### src/rtl/apb4_pkg.sv
// Shared types and helpers for APB4 completers: FSM states, bus geometry and
// byte-address to word-index conversion.
package apb4_pkg;

    typedef enum logic {IDLE, ACCESS} apb4_state_e;

    localparam int unsigned BYTE_W          = 8;
    localparam int unsigned DEF_DATA_WIDTH  = 32;
    localparam int unsigned DEF_STRB_WIDTH  = DEF_DATA_WIDTH / BYTE_W;
    localparam int unsigned DEF_OFFS_WIDTH  = $clog2(DEF_STRB_WIDTH);

    function automatic int unsigned strb_width(input int unsigned dw);
        return dw / BYTE_W;
    endfunction

    function automatic int unsigned offs_width(input int unsigned dw);
        return $clog2(dw / BYTE_W);
    endfunction

    function automatic int unsigned word_index(input logic [63:0] addr, input int unsigned offs);
        logic [63:0] s;
        s = addr >> offs;
        return s[31:0];
    endfunction

endpackage

### src/rtl/apb4_err_decode.sv
// Combinational error checks on a latched APB4 address: byte misalignment,
// word index beyond the implemented depth, and writes into the read-only region.
module apb4_err_decode
    import apb4_pkg::*;
#(
    parameter int unsigned ADDR_WIDTH = 8,
    parameter int unsigned DATA_WIDTH = 32,
    parameter int unsigned DEPTH      = 16,
    parameter int unsigned RO_WORDS   = 0
) (
    input  logic [ADDR_WIDTH-1:0] addr,
    input  logic                  write,
    output logic                  misaligned,
    output logic                  out_of_range,
    output logic                  ro_violation
);

    localparam int unsigned OFFS_W = offs_width(DATA_WIDTH);

    int unsigned idx;

    assign idx          = word_index(64'(addr), OFFS_W);
    assign out_of_range = (idx >= DEPTH);

    // Degenerate parameter values would produce empty slices / vacuous compares.
    if (OFFS_W > 0) begin : g_align
        assign misaligned = (addr[OFFS_W-1:0] != '0);
    end else begin : g_no_align
        assign misaligned = 1'b0;
    end

    if (RO_WORDS > 0) begin : g_ro
        assign ro_violation = write && (idx < RO_WORDS);
    end else begin : g_no_ro
        assign ro_violation = 1'b0;
    end

endmodule

### src/rtl/apb4_regbank_slave.sv
// APB4 register bank / scratch memory with byte strobes, programmable wait
// states and error responses for range, alignment and read-only violations.
module apb4_regbank_slave
    import apb4_pkg::*;
#(
    parameter int unsigned ADDR_WIDTH  = 8,
    parameter int unsigned DATA_WIDTH  = 32,
    parameter int unsigned DEPTH       = 16,
    parameter int unsigned WAIT_STATES = 0,
    parameter int unsigned RO_WORDS    = 0
) (
    input  logic                    clk,
    input  logic                    rst,
    input  logic                    psel,
    input  logic                    penable,
    input  logic                    pwrite,
    input  logic [ADDR_WIDTH-1:0]   paddr,
    input  logic [DATA_WIDTH-1:0]   pwdata,
    input  logic [DATA_WIDTH/8-1:0] pstrb,
    output logic [DATA_WIDTH-1:0]   prdata,
    output logic                    pready,
    output logic                    pslverr
);

    localparam int unsigned STRB_W = strb_width(DATA_WIDTH);
    localparam int unsigned OFFS_W = offs_width(DATA_WIDTH);
    localparam int unsigned IDX_W  = (DEPTH > 1) ? $clog2(DEPTH) : 1;

    apb4_state_e             state, state_nx;
    logic [3:0]              cnt;
    logic [ADDR_WIDTH-1:0]   lat_addr;
    logic                    lat_write;
    logic [DATA_WIDTH-1:0]   lat_wdata;
    logic [STRB_W-1:0]       lat_strb;
    logic [DATA_WIDTH-1:0]   mem [DEPTH];

    logic [IDX_W-1:0]        widx;
    logic                    misaligned, out_of_range, ro_violation, err;
    logic                    commit;

    assign widx = IDX_W'(lat_addr >> OFFS_W);
    assign err  = misaligned || out_of_range || ro_violation;

    apb4_err_decode #(
        .ADDR_WIDTH (ADDR_WIDTH),
        .DATA_WIDTH (DATA_WIDTH),
        .DEPTH      (DEPTH),
        .RO_WORDS   (RO_WORDS)
    ) u_err_decode (
        .addr         (lat_addr),
        .write        (lat_write),
        .misaligned   (misaligned),
        .out_of_range (out_of_range),
        .ro_violation (ro_violation)
    );

    always_ff @(posedge clk or posedge rst) begin
        if (rst) state <= IDLE;
        else     state <= state_nx;
    end

    always_comb begin
        state_nx = state;
        case (state)
            IDLE:    if (psel && !penable) state_nx = ACCESS;
            ACCESS:  if (!psel || (pready && penable)) state_nx = IDLE;
            default: state_nx = IDLE;
        endcase
    end

    always_comb begin
        pready  = (state == ACCESS) && (cnt == 4'(WAIT_STATES));
        pslverr = pready && err;
        prdata  = (pready && !lat_write && !err) ? mem[widx] : '0;
    end

    assign commit = pready && psel && penable && lat_write && !err;

    always_ff @(posedge clk or posedge rst) begin
        if (rst) begin
            cnt       <= '0;
            lat_addr  <= '0;
            lat_write <= 1'b0;
            lat_wdata <= '0;
            lat_strb  <= '0;
            for (int unsigned i = 0; i < DEPTH; i++) mem[i] <= '0;
        end else begin
            if (state == IDLE) begin
                if (psel && !penable) begin
                    lat_addr  <= paddr;
                    lat_write <= pwrite;
                    lat_wdata <= pwdata;
                    lat_strb  <= pstrb;
                    cnt       <= '0;
                end
            end else begin
                if (psel && (cnt != 4'(WAIT_STATES))) cnt <= cnt + 4'd1;
                if (commit) begin
                    for (int unsigned b = 0; b < STRB_W; b++) begin
                        if (lat_strb[b]) mem[widx][8*b +: 8] <= lat_wdata[8*b +: 8];
                    end
                end
            end
        end
    end

endmodule

### config.mk
export PLATFORM = sky130hd
export DESIGN_NAME = apb4_regbank_slave
export DESIGN_NICKNAME = d
export VERILOG_FILES = /design/src/rtl/apb4_pkg.sv /design/src/rtl/apb4_err_decode.sv /design/src/rtl/apb4_regbank_slave.sv
export SDC_FILE = /design/constraint.sdc
export NUM_CORES = 1
export LEC_CHECK = 0
export ABC_AREA = 1
export ABC_CLOCK_PERIOD_IN_PS = 22300
export BUFFER_PORTS_ARGS = -buffer_cell sky130_fd_sc_hd__buf_4
export CAP_MARGIN = 40
export CORE_AREA = 2 2 203 255
export CTS_CLUSTER_DIAMETER = 120
export DETAILED_ROUTE_END_ITERATION = 10
export DIE_AREA = 0 0 205 257
export PLACE_DENSITY = 0.82
export SLEW_MARGIN = 20
export SYNTH_ARGS = -nofsm -noshare
export SYNTH_HDL_FRONTEND = slang
export SYNTH_SLANG_ARGS = --single-unit
### constraint.sdc
create_clock -name clk -period 22.3 [get_ports clk]
set_input_delay 4.46 -clock clk [delete_from_list [all_inputs] [get_ports clk]]
set_output_delay 4.46 -clock clk [all_outputs]
set_load 0.1 [all_outputs]
==> results of run 1 <==
path summary, 6_finish.rpt:
| check | end | slack, ns | startpoint | cells after the start |
|---|---|---|---|---|
| min reg2reg | mem[479] | 0.47 | mem[479] | 2 |
| min in group asynchronous | mem[49] | 3.79 | rst | 2 |
| max reg2reg | mem[177] | 17.95 | lat_addr[2] | 9 |
| min | mem[479] | 0.47 | mem[479] | 2 |
| max | prdata[15] | 13.53 | lat_addr[2] | 11 |
| max in group asynchronous | mem[230] | 16.23 | rst | 6 |
through the flow:
step                hold WS, ns  instances  cell area [um2]
floorplan                0.4417       3840            28420
global placement         0.4537       4337            28700
detailed placement       0.4580       4346            28920
CTS                      0.4734       4446            30830
global route             0.4856       4452            30960
finish                   0.4699       4452            30960
registers in the layout (all words and copies together) (netlist names):
name and cells:
mem 512, cnt 4, state 1, lat_wdata 32, lat_strb 4, lat_addr 8
lat_write 1
logic make-up after synthesis:
kind of cell	Yosys count	share of synthesized area, %
adders and majority gates	2	0.08802
AOI/OAI and AO/OA	35	0.6162
buffers and inverters	400	6.946
DFF	562	49.48
and+or+nand+nor	2841	42.87
report_power, final:
group	switching [mW]	internal (mW)
combinational	0.424	0.139
sequential	0.0964	1.04
clock	0.415	0.579
total	0.935	1.76
placed cells by master, fill, tap and decap left out, types with 2 or more instances in the layout:
cell type / instances
nand2_1: 1553
nor2_1: 632
dfrtp_1: 560
nand3_1: 445
nand4_1: 150
buf_4: 115
inv_1: 101
clkbuf_16: 58
o21ai_0: 34
nand3_4: 29
inv_2: 18
nand3_2: 11
clkbuf_1: 11
clkbuf_8: 11
clkinv_2: 11
nor2_4: 10
buf_16: 8
buf_12: 7
bufinv_16: 6
nor2_8: 3
nand2_4: 3
nor2_2: 2
clkinv_1: 2
ha_1: 2
clkinvlp_4: 2
buf_8: 2
layer usage:
layer / up-vias / GRT usage (%) / share of wire (%)
met4: 0 / 17.19 / 5.2
met2: 1597 / 50.89 / 45
met1: 12483 / 45.64 / 38
met5: - / 0 / 0
li1: 11911 / - / -
met3: 302 / 5.876 / 11
worst max-delay path: stages (launching register included):
cell and delay, ns:
dfrtp_2 0.90, inv_2 0.52, nand2_4 0.58, buf_4 0.30
buf_16 0.30, nor2_1 0.07, nor2_1 0.10, nand2_1 0.06
nand2_1 0.06, nand3_1 0.08, nor2_1 0.27, buf_4 0.36
cell type report:
cell class	instances	share of cell area [%]
timing repair buffer	132	4.050
sequential	562	45.44
multi-input combinational	2878	40.17
tap	658	2.659
clock buffer	80	5.311
clock inverter	20	0.8609
inverter	122	1.503
==> key figures, run 1 <==
Outcome
  – Status: finished clean

Finish
  – Area used by multi-input combinational logic: 12,440 um2
  – Syn-to-layout area delta: 8.913%
  – Share of post-route cells with drive strength above 1: 7.960%
  – Final #Nets: 3,803
  – Fillers: 4,365
  – Sequential cell area: 14,070 um2
  – Post-layout util: 61.68%
  – Diodes inserted: 0

Run
  – Max cap viols: 0

Synth
  – Async S/R FF share, synth: 100.0%
  – Syn Inst Count: 3,840
  – Syn. warnings: 0
  – EDFF count, synth: 0
  – Netlist cell types: 24
  – Post-synthesis cell area: ~28,000 um2
  – Synth Area per Inst: roughly 7.4 um2
  – Most numerous cell in the Yosys netlist: nand2_1
  – Synth top area cells: dfrtp_1 (49%), nand2_1 (21%), nor2_1 (8.3%), nand3_1 (7.8%), nand4_1 (3.3%)
  – Largest area contributor in the netlist: dfrtp_1
  – Top_reg_cell synth: dfrtp_1
  – Most frequent cells after synthesis: nand2_1 (1,555), nor2_1 (632), dfrtp_1 (562)
  – Post-Synthesis Net Count: 3,891
  – Post-synthesis sequential area ratio: 49.48%
  – Top cell type's share of synthesized area: 49.48%
  – Synth Register Bits: 562

GRT
  – Initial antenna violation count: 0
  – All-layer global routing usage: 33.32%
  – First-pass GRT wire length: 138.4 mm
  – Vias in the first global route: 25,238
  – Total gr overflow: 0
  – Largest net degree at the start of global routing: between 150 and 200

Floorplanning
  – Ports: 83
  – Die Ht: 257 um
  – Core Box Area: 50,190 um2
  – Initial Util: 56.64%
  – Num rows: 92
  – Die W: between 200 and 250 um
  – Die ar.: 52,690 um2

Timing
  – Fin Setup TNS: 0 ns
  – Slew headroom: between 30% and 40%
  – Crit share post-route: 39.31%
  – Top achievable clock speed: 114.1 MHz
  – Tightest Pin Transition: between 0.9 and 1 ns
  – RSZ-0062 raised after global routing: false
  – Setup-failing EPs final: 0
  – Pins over their slew limit: 0
  – Crit path time final: 8.766 ns
  – Hold Fails Final Rpt: 0
  – Fin Clk Skew: 0.03336 ns
  – Worst setup margin: about 14 ns

Setup path
  – Critical Path AT: 4.31 ns
  – CP startpoint kind: flip-flop
  – CP Class: reg -> out
  – CP Capture Type: output pin
  – Crit Path Max Fanout: 60
  – Critical Path RT: 17.84 ns

CTS
  – Post-CTS Setup Bufs: 0
  – Clock tree buffer depth: 3
  – TritonCTS clock tree: built
  – Post_cts resized: 0
  – CTS H-tree depth: 2
  – Clk pin slew, worst setup/hold paths: 0.06 ns
  – Skew-Pair Late Insertion Delay: 0.64 ns
  – Clock sink count: approximately 560
  – CTS buffer count: 56
  – Root buf cell: clkbuf_16
  – Hold Buf Count CTS: 0

Routing
  – Drt wl/cell: ~20 um
  – Post-route DRC: 0
  – Final WL: 87.11 mm
  – DR vias: 26,293
  – 1st-iter DRT viols: roughly 3,300
  – First-pass iteration count of the detailed router: 8
  – Vias per inst: 5.906
  – ANT nets after route: 0

Placed design
  – Dpl hpwl: 50.41 mm
  – Number of port buffers: 82
  – Routability cong.: 0.8768
  – Dpl ws: 14.07 ns

Power
  – Peak supply drop: 0.06596 mV
  – Static Leak: 17.10 nW
  – Total power: 2.692 mW
  – Pwr/cell area: 86.95 nW/um2

Worst hold path
  – Worst hold path type: reg -> reg
No activity file was read; power rests on OpenSTA's default activity.
==> run 2, diff against run 1 <==
--- a/config.mk
+++ b/config.mk
@@ -5,14 +5,14 @@
 export SDC_FILE = /design/constraint.sdc
 export NUM_CORES = 1
 export LEC_CHECK = 0
-export ABC_AREA = 1
-export ABC_CLOCK_PERIOD_IN_PS = 22300
+export ABC_AREA = 0
+export ABC_CLOCK_PERIOD_IN_PS = 9130
 export BUFFER_PORTS_ARGS = -buffer_cell sky130_fd_sc_hd__buf_4
 export CAP_MARGIN = 40
-export CORE_AREA = 2 2 203 255
+export CORE_AREA = 2 2 193 242
 export CTS_CLUSTER_DIAMETER = 120
 export DETAILED_ROUTE_END_ITERATION = 10
-export DIE_AREA = 0 0 205 257
+export DIE_AREA = 0 0 195 244
 export PLACE_DENSITY = 0.82
 export SLEW_MARGIN = 20
 export SYNTH_ARGS = -nofsm -noshare
==> constraint.sdc (replaced) <==
create_clock -name clk -period 9.13 [get_ports clk]
set_input_delay 1.826 -clock clk [delete_from_list [all_inputs] [get_ports clk]]
set_output_delay 1.826 -clock clk [all_outputs]
set_load 0.1 [all_outputs]
==> key figures, run 2 <==
Outcome
  – Status: finished clean

Synth
  – Largest area contributor in the netlist: dfrtp_1
  – Top cell type's share of synthesized area: between 50% and 60%
  – EDFF count, synth: 0
  – Synth Area per Inst: between 15 and 20 um2
  – Most numerous cell in the Yosys netlist: dfrtp_1
  – Post-Synthesis Net Count: ~1,700
  – Synth Register Bits: 562
  – Async S/R FF share, synth: 100.0%
  – Post-synthesis sequential area ratio: a little under three fifths
  – Synth top area cells: dfrtp_1 (55%), mux2_2 (25%), mux4_2 (11%), nand4_2 (1.8%), nor2_1 (0.88%)
  – Most frequent cells after synthesis: dfrtp_1 (562), mux2_2 (555), mux4_2 (124)
  – Netlist cell types: 46
  – Top_reg_cell synth: dfrtp_1
  – Syn Inst Count: 1,612
  – Post-synthesis cell area: 25,460 um2
  – Syn. warnings: 0

Floorplanning
  – Ports: 83
  – Initial Util: a little under three fifths
  – Core Box Area: between 40,000 and 50,000 um2
  – Num rows: 87
  – Die ar.: roughly 48,000 um2
  – Die W: 195 um
  – Die Ht: approximately 240 um

Routing
  – Vias per inst: 6.341
  – DR vias: 14,508
  – 1st-iter DRT viols: around 950
  – ANT nets after route: 0
  – Post-route DRC: 0
  – Drt wl/cell: 25.35 um
  – Final WL: around 58 mm
  – First-pass iteration count of the detailed router: 5

Setup path
  – Crit path largest cell delay: ~0.7 ns
  – Worst path top cell family by delay: buffers and inverters
  – Crit Path Max Fanout: 31
  – Critical Path AT: 3.80 ns
  – Slowest cell on crit path: dfrtp_4
  – CP bufs+invs: 3
  – CP Class: reg -> out
  – CP startpoint kind: flip-flop
  – Crit path cell chain: buf_4 > buf_4 > mux4_2 > nor2b_1 > a211oi_1 > nor3_1 > buf_4
  – CP Capture Type: output pin
  – Worst r2r src: lat_addr[5]
  – Crit-path most repeated cell: buf_4
  – Origin of the worst setup path: lat_addr[2]
  – Critical Path RT: 7.30 ns

Timing
  – Fin Clk Skew: 0.01139 ns
  – Top achievable clock speed: about 180 MHz
  – Tightest Pin Transition: around 0.95 ns
  – Crit path time final: 5.631 ns
  – Worst setup margin: 3.499 ns
  – Crit share post-route: 61.67%
  – Pins over their slew limit: 0
  – Slew headroom: a little over a third
  – RSZ-0062 raised after global routing: false
  – Setup-failing EPs final: 0
  – Hold Fails Final Rpt: 0

CTS
  – CTS buffer count: 53
  – Post-CTS Setup Bufs: 0
  – Clock sink count: 562
  – Post_cts resized: 0
  – TritonCTS clock tree: built
  – CTS H-tree depth: 2
  – Root buf cell: clkbuf_16
  – Hold Buf Count CTS: 0
  – Clk pin slew, worst setup/hold paths: about 0.06 ns
  – Skew-Pair Late Insertion Delay: 0.59 ns
  – Clock tree buffer depth: 3

Finish
  – Diodes inserted: 0
  – Cell area after layout: around 29,000 um2
  – Number of flip-flops in the largest register: 512
  – Largest Register: mem
  – Share of post-route cells with drive strength above 1: 55.32%
  – Most frequent cells in the layout: dfrtp_1 (560), mux2_2 (555), mux4_2 (124), buf_4 (99), nor2_1 (59)
  – Syn-to-layout area delta: 12.18%
  – Final #Nets: 1,719
  – Largest regs: mem x512, lat_wdata x32, lat_addr x8
  – Most common cell after layout, fill and taps aside: dfrtp_1

GRT
  – Total gr overflow: 0
  – All-layer global routing usage: 25.12%
  – Initial antenna violation count: 0
  – First-pass GRT wire length: 92.00 mm
  – Largest net degree at the start of global routing: 173
  – Vias in the first global route: 15,895

Power
  – Peak supply drop: 0.1588 mV
  – Flop pwr share: 48.5%
  – Clk network pwr share: approximately two fifths
  – Static Leak: 14.21 nW
  – Internal: 4.117 mW
  – Switch Pwr: 1.436 mW
  – Switching Share: 25.86%
  – Comb pwr share: 9.5%
  – Pwr/cell area: just under 200 nW/um2

Worst hold path
  – Worst hold path type: reg -> reg
  – HP Start: mem[293]

Placed design
  – Area of placed instances: 26,680 um2
  – Dpl hpwl: roughly 35 mm
  – Number of port buffers: 82
  – Dpl ws: 3.859 ns
  – Routability cong.: 0.7835

Run
  – Max cap viols: 0
[run 2: through the flow]
step	util (%)	TNS (ns)	hold slack (ns)	cells	power, mW
2_1_floorplan	-	-195.41	0.4594	1612	3.068
3_3_place_gp	58.88	0	0.4714	2181	3.242
3_5_place_dp	59.20	0	0.4870	2189	3.272
4_1_cts	63.33	0	0.5007	2286	5.591
5_1_grt	63.39	0	0.5074	2288	5.748
6_report	63.39	0	0.4978	2288	5.553
[run 2: power by group through the flow]
stage                     sequential [mW]  combinational, mW  clock (mW)
after global placement               2.73              0.509           0
after floorplan                      2.62              0.451           0
after global routing                 2.71              0.562        2.47
after detailed placement             2.74              0.531           0
after CTS                            2.70              0.532        2.36
final                                2.69              0.527        2.33
[run 2: final timing paths]
kind | slack [ns] | depth (start not counted) | to
setup / recovery | 3.50 | 7 | prdata[14]
hold / removal | 0.50 | 1 | mem[293]
setup reg to reg | 5.41 | 7 | mem[73]
hold reg to reg | 0.50 | 1 | mem[293]
max in group asynchronous | 5.66 | 4 | lat_addr[2]
min in group asynchronous | 1.37 | 2 | mem[110]
[run 2: cell families after synthesis]
logic type / count (synthesis) / share of synthesized area (%)
flops: 562 / 55.23
fa+ha+maj: 2 / 0.09826
mux: 688 / 35.88
buf+inv: 118 / 1.970
compound gates: 45 / 1.145
xor+xnor: 1 / 0.03440
simple gates: 196 / 5.641
[run 2: final cells by class]
type	instances	area, um2
fill	3212	16500
sequential	562	14070
multi-input combinational	932	10910
clock buffer	75	1562
timing repair buffer	112	973.4
tap	578	723.2
clock inverter	22	300.3
inverter	7	30.03
[run 2: per-layer routing]
layer	wire, um	vias to the layer above	part of all wire, %	track usage [%]
met5	0	-	0	0
met1	23190	7787	40	32.45
li1	-	6200	-	-
met2	29590	398	51	42.24
met4	2381	0	4.1	11.27
met3	2843	123	4.9	4.027
